### config.mk
export PLATFORM = sky130hd
export DESIGN_NAME = uart7n_echo_buffer_flat
export DESIGN_NICKNAME = d
export VERILOG_FILES = /design/src/rtl/uart7n_pkg.sv /design/src/rtl/uart7n_echo_buffer_if.sv /design/src/rtl/uart7n_sync_fifo.sv /design/src/rtl/uart7n_echo_buffer.sv /design/src/flat_wrapper.sv
export SDC_FILE = /design/constraint.sdc
export NUM_CORES = 1
export LEC_CHECK = 0
export ABC_CLOCK_PERIOD_IN_PS = 3800
export BUFFER_PORTS_ARGS = -buffer_cell sky130_fd_sc_hd__buf_2
export CORE_ASPECT_RATIO = 1.4
export CORE_MARGIN = 2
export CORE_UTILIZATION = 55
export CTS_CLUSTER_DIAMETER = 150
export CTS_CLUSTER_SIZE = 25
export DETAILED_ROUTE_END_ITERATION = 10
export PLACE_DENSITY_LB_ADDON = 0.08
export SYNTH_ARGS = -nofsm -noshare
export SYNTH_HDL_FRONTEND = slang
export SYNTH_HIERARCHICAL = 1
export SYNTH_SLANG_ARGS = --single-unit
export TNS_END_PERCENT = 1
### constraint.sdc
create_clock -name clk_i -period 3.8 [get_ports clk_i]
set_input_delay 0.19 -clock clk_i [delete_from_list [all_inputs] [get_ports clk_i]]
set_output_delay 0.19 -clock clk_i [all_outputs]
set_load 0.05 [all_outputs]
### src/rtl/uart7n_pkg.sv
// Shared types and helpers for the UART7N echo path.
package uart7n_pkg;

  localparam int UART7N_DATA_W = 7;

  typedef enum logic [1:0] {
    IDLE,
    PULSE,
    WAIT_START,
    WAIT_DONE
  } echo_state_t;

  // Width of a counter that must hold the value n itself (0..n).
  function automatic int cnt_width(input int n);
    return $clog2(n) + 1;
  endfunction

endpackage

### src/rtl/uart7n_echo_buffer_if.sv
// RX-side capture and TX-side handshake signals of the echo buffer.
interface uart7n_echo_buffer_if
  import uart7n_pkg::*;
#(
  parameter int p_data_width = UART7N_DATA_W,
  parameter int p_depth      = 8
);

  localparam int CNT_W = cnt_width(p_depth);

  logic [p_data_width-1:0] rx_data_i;
  logic                    rx_data_ready_i;
  logic                    rx_err_i;
  logic                    tx_busy_i;
  logic                    clr_flags_i;
  logic [p_data_width-1:0] tx_data_o;
  logic                    tx_enable_o;
  logic [CNT_W-1:0]        count_o;
  logic                    empty_o;
  logic                    full_o;
  logic                    overflow_o;
  logic                    err_drop_o;
  logic                    tx_timeout_o;

  modport slave (
    input  rx_data_i, rx_data_ready_i, rx_err_i, tx_busy_i, clr_flags_i,
    output tx_data_o, tx_enable_o, count_o, empty_o, full_o,
           overflow_o, err_drop_o, tx_timeout_o
  );

  modport master (
    output rx_data_i, rx_data_ready_i, rx_err_i, tx_busy_i, clr_flags_i,
    input  tx_data_o, tx_enable_o, count_o, empty_o, full_o,
           overflow_o, err_drop_o, tx_timeout_o
  );

endinterface

### src/rtl/uart7n_sync_fifo.sv
// Single-clock FIFO with registered read data; occupancy kept in its own counter.
module uart7n_sync_fifo
  import uart7n_pkg::*;
#(
  parameter int DATA_W = UART7N_DATA_W,
  parameter int DEPTH  = 8,
  localparam int CNT_W = cnt_width(DEPTH),
  localparam int PTR_W = $clog2(DEPTH)
) (
  input  logic              clk,
  input  logic              rst,
  input  logic              push,
  input  logic              pop,
  input  logic [DATA_W-1:0] wdata,
  output logic [DATA_W-1:0] rdata,
  output logic [CNT_W-1:0]  count,
  output logic              full,
  output logic              empty
);

  logic [DATA_W-1:0] mem [DEPTH];
  logic [PTR_W-1:0]  wr_ptr;
  logic [PTR_W-1:0]  rd_ptr;
  logic              do_push;
  logic              do_pop;

  assign empty   = (count == '0);
  assign full    = (count == CNT_W'(DEPTH));
  assign do_pop  = pop & ~empty;
  // A pop in the same cycle frees the slot, so a full FIFO still accepts the push.
  assign do_push = push & (~full | do_pop);

  always_ff @(posedge clk) begin
    if (do_push) begin
      mem[wr_ptr] <= wdata;
    end
  end

  always_ff @(posedge clk) begin
    if (rst) begin
      wr_ptr <= '0;
      rd_ptr <= '0;
      count  <= '0;
      rdata  <= '0;
    end else begin
      if (do_push) begin
        wr_ptr <= wr_ptr + PTR_W'(1);
      end
      if (do_pop) begin
        rd_ptr <= rd_ptr + PTR_W'(1);
        rdata  <= mem[rd_ptr];
      end
      case ({do_push, do_pop})
        2'b10:   count <= count + CNT_W'(1);
        2'b01:   count <= count - CNT_W'(1);
        default: count <= count;
      endcase
    end
  end

endmodule

### src/rtl/uart7n_echo_buffer.sv
// Echo-path buffer: captures good RX words into a FIFO and feeds UART TX one pulse per word.
module uart7n_echo_buffer
  import uart7n_pkg::*;
#(
  parameter int p_data_width    = UART7N_DATA_W,
  parameter int p_depth         = 8,
  parameter int p_start_timeout = 16
) (
  input logic                 clk_i,
  input logic                 rst_i,
  uart7n_echo_buffer_if.slave bus
);

  localparam int              CNT_W   = cnt_width(p_depth);
  localparam int              TO_W    = cnt_width(p_start_timeout);
  localparam logic [TO_W-1:0] TO_LAST = TO_W'(p_start_timeout - 1);

  echo_state_t      state;
  logic             rx_prev;
  logic             rx_rise;
  logic             push_req;
  logic             push;
  logic             pop;
  logic             to_set;
  logic [CNT_W-1:0] count;
  logic             full;
  logic             empty;
  logic             en_q;
  logic             err_drop_q;
  logic             overflow_q;
  logic             timeout_q;
  logic [TO_W-1:0]  to_cnt;

  assign rx_rise  = bus.rx_data_ready_i & ~rx_prev;
  assign push_req = rx_rise & ~bus.rx_err_i;
  assign pop      = (state == IDLE) & ~empty & ~bus.tx_busy_i;
  assign push     = push_req & (~full | pop);
  assign to_set   = (state == WAIT_START) & ~bus.tx_busy_i & (to_cnt == TO_LAST);

  uart7n_sync_fifo #(
    .DATA_W (p_data_width),
    .DEPTH  (p_depth)
  ) u_fifo (
    .clk   (clk_i),
    .rst   (rst_i),
    .push  (push),
    .pop   (pop),
    .wdata (bus.rx_data_i),
    .rdata (bus.tx_data_o),
    .count (count),
    .full  (full),
    .empty (empty)
  );

  // Edge-detect register resets high so a level already asserted at reset release is ignored.
  always_ff @(posedge clk_i) begin
    if (rst_i) begin
      rx_prev    <= 1'b1;
      err_drop_q <= 1'b0;
      overflow_q <= 1'b0;
    end else begin
      rx_prev    <= bus.rx_data_ready_i;
      err_drop_q <= rx_rise & bus.rx_err_i;
      if (push_req & full & ~pop) begin
        overflow_q <= 1'b1;
      end else if (bus.clr_flags_i) begin
        overflow_q <= 1'b0;
      end
    end
  end

  always_ff @(posedge clk_i) begin
    if (rst_i) begin
      state     <= IDLE;
      en_q      <= 1'b0;
      to_cnt    <= '0;
      timeout_q <= 1'b0;
    end else begin
      en_q <= pop;
      case (state)
        IDLE: begin
          if (pop) begin
            state <= PULSE;
          end
        end
        PULSE: begin
          to_cnt <= '0;
          state  <= WAIT_START;
        end
        WAIT_START: begin
          if (bus.tx_busy_i) begin
            state <= WAIT_DONE;
          end else if (to_set) begin
            state <= IDLE;
          end else begin
            to_cnt <= to_cnt + TO_W'(1);
          end
        end
        WAIT_DONE: begin
          if (!bus.tx_busy_i) begin
            state <= IDLE;
          end
        end
        default: state <= IDLE;
      endcase
      if (to_set) begin
        timeout_q <= 1'b1;
      end else if (bus.clr_flags_i) begin
        timeout_q <= 1'b0;
      end
    end
  end

  // Reset kills a pulse in the very cycle it is asserted.
  assign bus.tx_enable_o  = en_q & ~rst_i;
  assign bus.count_o      = count;
  assign bus.empty_o      = empty;
  assign bus.full_o       = full;
  assign bus.overflow_o   = overflow_q;
  assign bus.err_drop_o   = err_drop_q;
  assign bus.tx_timeout_o = timeout_q;

endmodule

### src/flat_wrapper.sv
// flat-port wrapper written by rule: the top's interface ports become plain ports
module uart7n_echo_buffer_flat import uart7n_pkg::*;
#(
  parameter int p_data_width    = UART7N_DATA_W,
  parameter int p_depth         = 8,
  parameter int p_start_timeout = 16
)
  (clk_i, rst_i, bus_rx_data_i, bus_rx_data_ready_i, bus_rx_err_i, bus_tx_busy_i, bus_clr_flags_i, bus_tx_data_o, bus_tx_enable_o, bus_count_o, bus_empty_o, bus_full_o, bus_overflow_o, bus_err_drop_o, bus_tx_timeout_o);
  uart7n_echo_buffer_if #(.p_data_width(p_data_width), .p_depth(p_depth)) bus_i ();
  input logic clk_i;
  input logic rst_i;
  input wire logic [$bits(bus_i.rx_data_i)-1:0] bus_rx_data_i;
  input wire logic [$bits(bus_i.rx_data_ready_i)-1:0] bus_rx_data_ready_i;
  input wire logic [$bits(bus_i.rx_err_i)-1:0] bus_rx_err_i;
  input wire logic [$bits(bus_i.tx_busy_i)-1:0] bus_tx_busy_i;
  input wire logic [$bits(bus_i.clr_flags_i)-1:0] bus_clr_flags_i;
  output wire logic [$bits(bus_i.tx_data_o)-1:0] bus_tx_data_o;
  output wire logic [$bits(bus_i.tx_enable_o)-1:0] bus_tx_enable_o;
  output wire logic [$bits(bus_i.count_o)-1:0] bus_count_o;
  output wire logic [$bits(bus_i.empty_o)-1:0] bus_empty_o;
  output wire logic [$bits(bus_i.full_o)-1:0] bus_full_o;
  output wire logic [$bits(bus_i.overflow_o)-1:0] bus_overflow_o;
  output wire logic [$bits(bus_i.err_drop_o)-1:0] bus_err_drop_o;
  output wire logic [$bits(bus_i.tx_timeout_o)-1:0] bus_tx_timeout_o;
  assign bus_i.rx_data_i = bus_rx_data_i;
  assign bus_i.rx_data_ready_i = bus_rx_data_ready_i;
  assign bus_i.rx_err_i = bus_rx_err_i;
  assign bus_i.tx_busy_i = bus_tx_busy_i;
  assign bus_i.clr_flags_i = bus_clr_flags_i;
  assign bus_tx_data_o = bus_i.tx_data_o;
  assign bus_tx_enable_o = bus_i.tx_enable_o;
  assign bus_count_o = bus_i.count_o;
  assign bus_empty_o = bus_i.empty_o;
  assign bus_full_o = bus_i.full_o;
  assign bus_overflow_o = bus_i.overflow_o;
  assign bus_err_drop_o = bus_i.err_drop_o;
  assign bus_tx_timeout_o = bus_i.tx_timeout_o;
  uart7n_echo_buffer #(.p_data_width(p_data_width), .p_depth(p_depth), .p_start_timeout(p_start_timeout)) u_core (.clk_i(clk_i), .rst_i(rst_i), .bus(bus_i));
endmodule
==> out/metrics.yaml <==
portBuffers: 29
hold_path_class: "input pin to flop"
p_leak_nw: 1.36
clkLatencyLatePin_ps: 350
grt_pass1_vias: 1916
clockRootBuffer: "clkbuf_8"
grt_antenna_before_repair: 0
wl_um: 6090
fin_crit_sh_pct: 83.1
worstHoldStart: "bus_rx_data_ready_i"
post-cts-setup-buffer-count: 0
yosysUniqueCellTypes: 44
synth_edf_count: 56
wl_per_cell_um: 17.4
cts_tree: "built"
drive_gt1_share_pct: 26.0
mostFrequentLayoutCell: "edfxtp_1"
die_h_um: 97.8
dp_hpwl_um: 3920
regArea_mm2: 0.00226
layout_common_cells: "56 x edfxtp_1, 29 x buf_2, 29 x dfxtp_1"
r2r-start: "u_core/u_fifo/count[0]$_SDFFE_PP0P_"
num-fill-cells: 474
synth_cells: 236
viasPerCell: 5.81
ctsResizeCount: 0
hold_violations: 0
rrSetupSlack_ps: 640
final_util_pct: 63.1
layout.nets: 293
fin_ws_ps: 642
area_growth_syn_to_layout_pct: 12.6
finalClockSkew_ps: 10.6
die_area_mm2: 0.00695
vias: 2029
ioPinCount: 30
syn_avg_cell_area_um2: 14.7
placed_area_mm2: 0.00368
pre_cts_slack_ps: 673
grt_overflow: 0
firstDrtPassIters: 4
place.gp.congestion: 0.732
critPathLaunch: "u_core/u_fifo/count[0]$_SDFFE_PP0P_"
yosys_most_used_dff: "edfxtp_1"
relSlewSlack_pct: 29.0
max-cap-violations: 0
p_per_area_mw_per_mm2: 443
seq_area_frac_synth_pct: 65.4
num_rows: 34
crit_required_ps: 4080
drv_slew: 0
power_mw: 1.72
drc: 0
worst_setup_hold_path_clk_slew_ps: 90
grt_use_total_pct: 19.4
tns_ps: 0
worstPathArrival_ps: 3440
n_antenna_cell: 0
finalSetupViolations: 0
yosys_register_bits: 85
cts.path.max_buffers: 2
die-width_um: 71.0
worst_pin_slew_ps: 1060
drtIter0Drc: 94
syn-num-nets: 257
crit_fanout: 7
hold_buffers: 0
yosysWarningCount: 6
ant_nets: 0
rsz0062_at_grt: "false"
peakVddDrop_uv: 396
synth_area_mm2: 0.00346
start_kind: "flop"
grt_max_degree: 33
h-tree-depth: 3
core_area_mm2: 0.00617
cts_buffers: 9
placed_cells: 333
fin_crit_ps: 3160
status: "completed"
start_util_pct: 56.1
crit_path_end_kind: "flop"
multi_input_area_mm2: 0.00110
path_class: "flop to flop"
final_cell_area_mm2: 0.00389
fmax_ghz: 0.317
stdcell_count: 349
hold_ws_ps: 54.4
grt_pass1_wl_um: 9870
ys_async_sr_fraction_pct: 0
cts_sinks: 85
==> routing by layer <==
layer,GRT usage [%],part of all wire (%),vias up
met5,0,0,-
met4,8.71,1.1,0
met3,4.33,6.3,4
met2,31.1,50,67
met1,25.3,43,989
li1,-,-,969
==> registers in the layout, indices dropped and copies added, names as in the netlist, 2 cells and up <==
name                  flops
u_core/u_fifo/count       4
u_core/to_cnt             5
u_core/u_fifo/wr_ptr      3
u_core/u_fifo/rd_ptr      3
u_core/u_fifo/rdata       7
u_core/state              2
u_core/u_fifo/mem        56
==> power by group <==
group	switching [mW]	internal [mW]	total (mW)
registers	0.00450	0.986	0.991
clock network	0.317	0.374	0.690
logic	0.0286	0.0143	0.0429
total	0.350	1.37	1.72
==> kinds of logic after synthesis <==
kind of cell	count (synthesis)	synth area share (%)
buffers and inverters	19	3.00
DFF	85	65.4
muxes	17	9.98
adders and majority gates	8	3.11
AOI/OAI and AO/OA	30	6.00
and+or+nand+nor	71	11.0
xor gates and xnor gates	6	1.52
==> worst paths after layout <==
kind                                                            end  depth (start not counted)
worst min register to register     u_core/bus.err_drop_o$_SDFF_PP0_                          1
worst max register to register  u_core/u_fifo/count[3]$_SDFFE_PP0P_                         10
worst max-delay path            u_core/u_fifo/count[3]$_SDFFE_PP0P_                         10
worst min-delay path                      u_core/rx_prev$_SDFF_PP1_                          2
==> final cells by class <==
class,count,share of cell area [%]
inverters,9,0.867
repair buffers,35,4.88
flip-flops and latches,85,58.1
well taps,72,2.31
clock buffers,9,3.18
multi-input cells,132,28.2
clock inverters,7,2.44
==> synthesized netlist by cell type (2+ instances only) <==
| cell | instances | share of area, % |
|---|---|---|
| nor2_1 | 25 | 2.7 |
| o211ai_1 | 2 | 0.43 |
| and3_1 | 3 | 0.54 |
| or4b_4 | 2 | 0.80 |
| nand2b_1 | 5 | 0.90 |
| nor3_1 | 13 | 1.9 |
| ha_1 | 7 | 2.5 |
| inv_1 | 9 | 0.98 |
| o32ai_1 | 2 | 0.51 |
| buf_6 | 2 | 0.65 |
| nor2b_1 | 2 | 0.36 |
| a21oi_1 | 10 | 1.4 |
| nor4_1 | 2 | 0.36 |
| or4_1 | 2 | 0.43 |
| o22ai_1 | 7 | 1.3 |
| mux2i_1 | 3 | 0.87 |
| xor2_1 | 5 | 1.3 |
| clkbuf_1 | 3 | 0.33 |
| nand2_1 | 6 | 0.65 |
| edfxtp_1 | 56 | 49 |
| buf_2 | 3 | 0.43 |
| mux4_2 | 14 | 9.1 |
| dfxtp_1 | 29 | 17 |
| nand3_1 | 4 | 0.58 |
==> worst max-delay path, stage by stage, from the launching register on <==
cell	delay (ps)
dfxtp_1	470
nor4_2	90
or4_1	500
a21oi_1	370
o21ai_4	160
ha_1	260
ha_1	320
a21oi_1	200
a21oi_1	100
or4_1	460
a21oi_1	150
(Power assumes the default switching activity.)
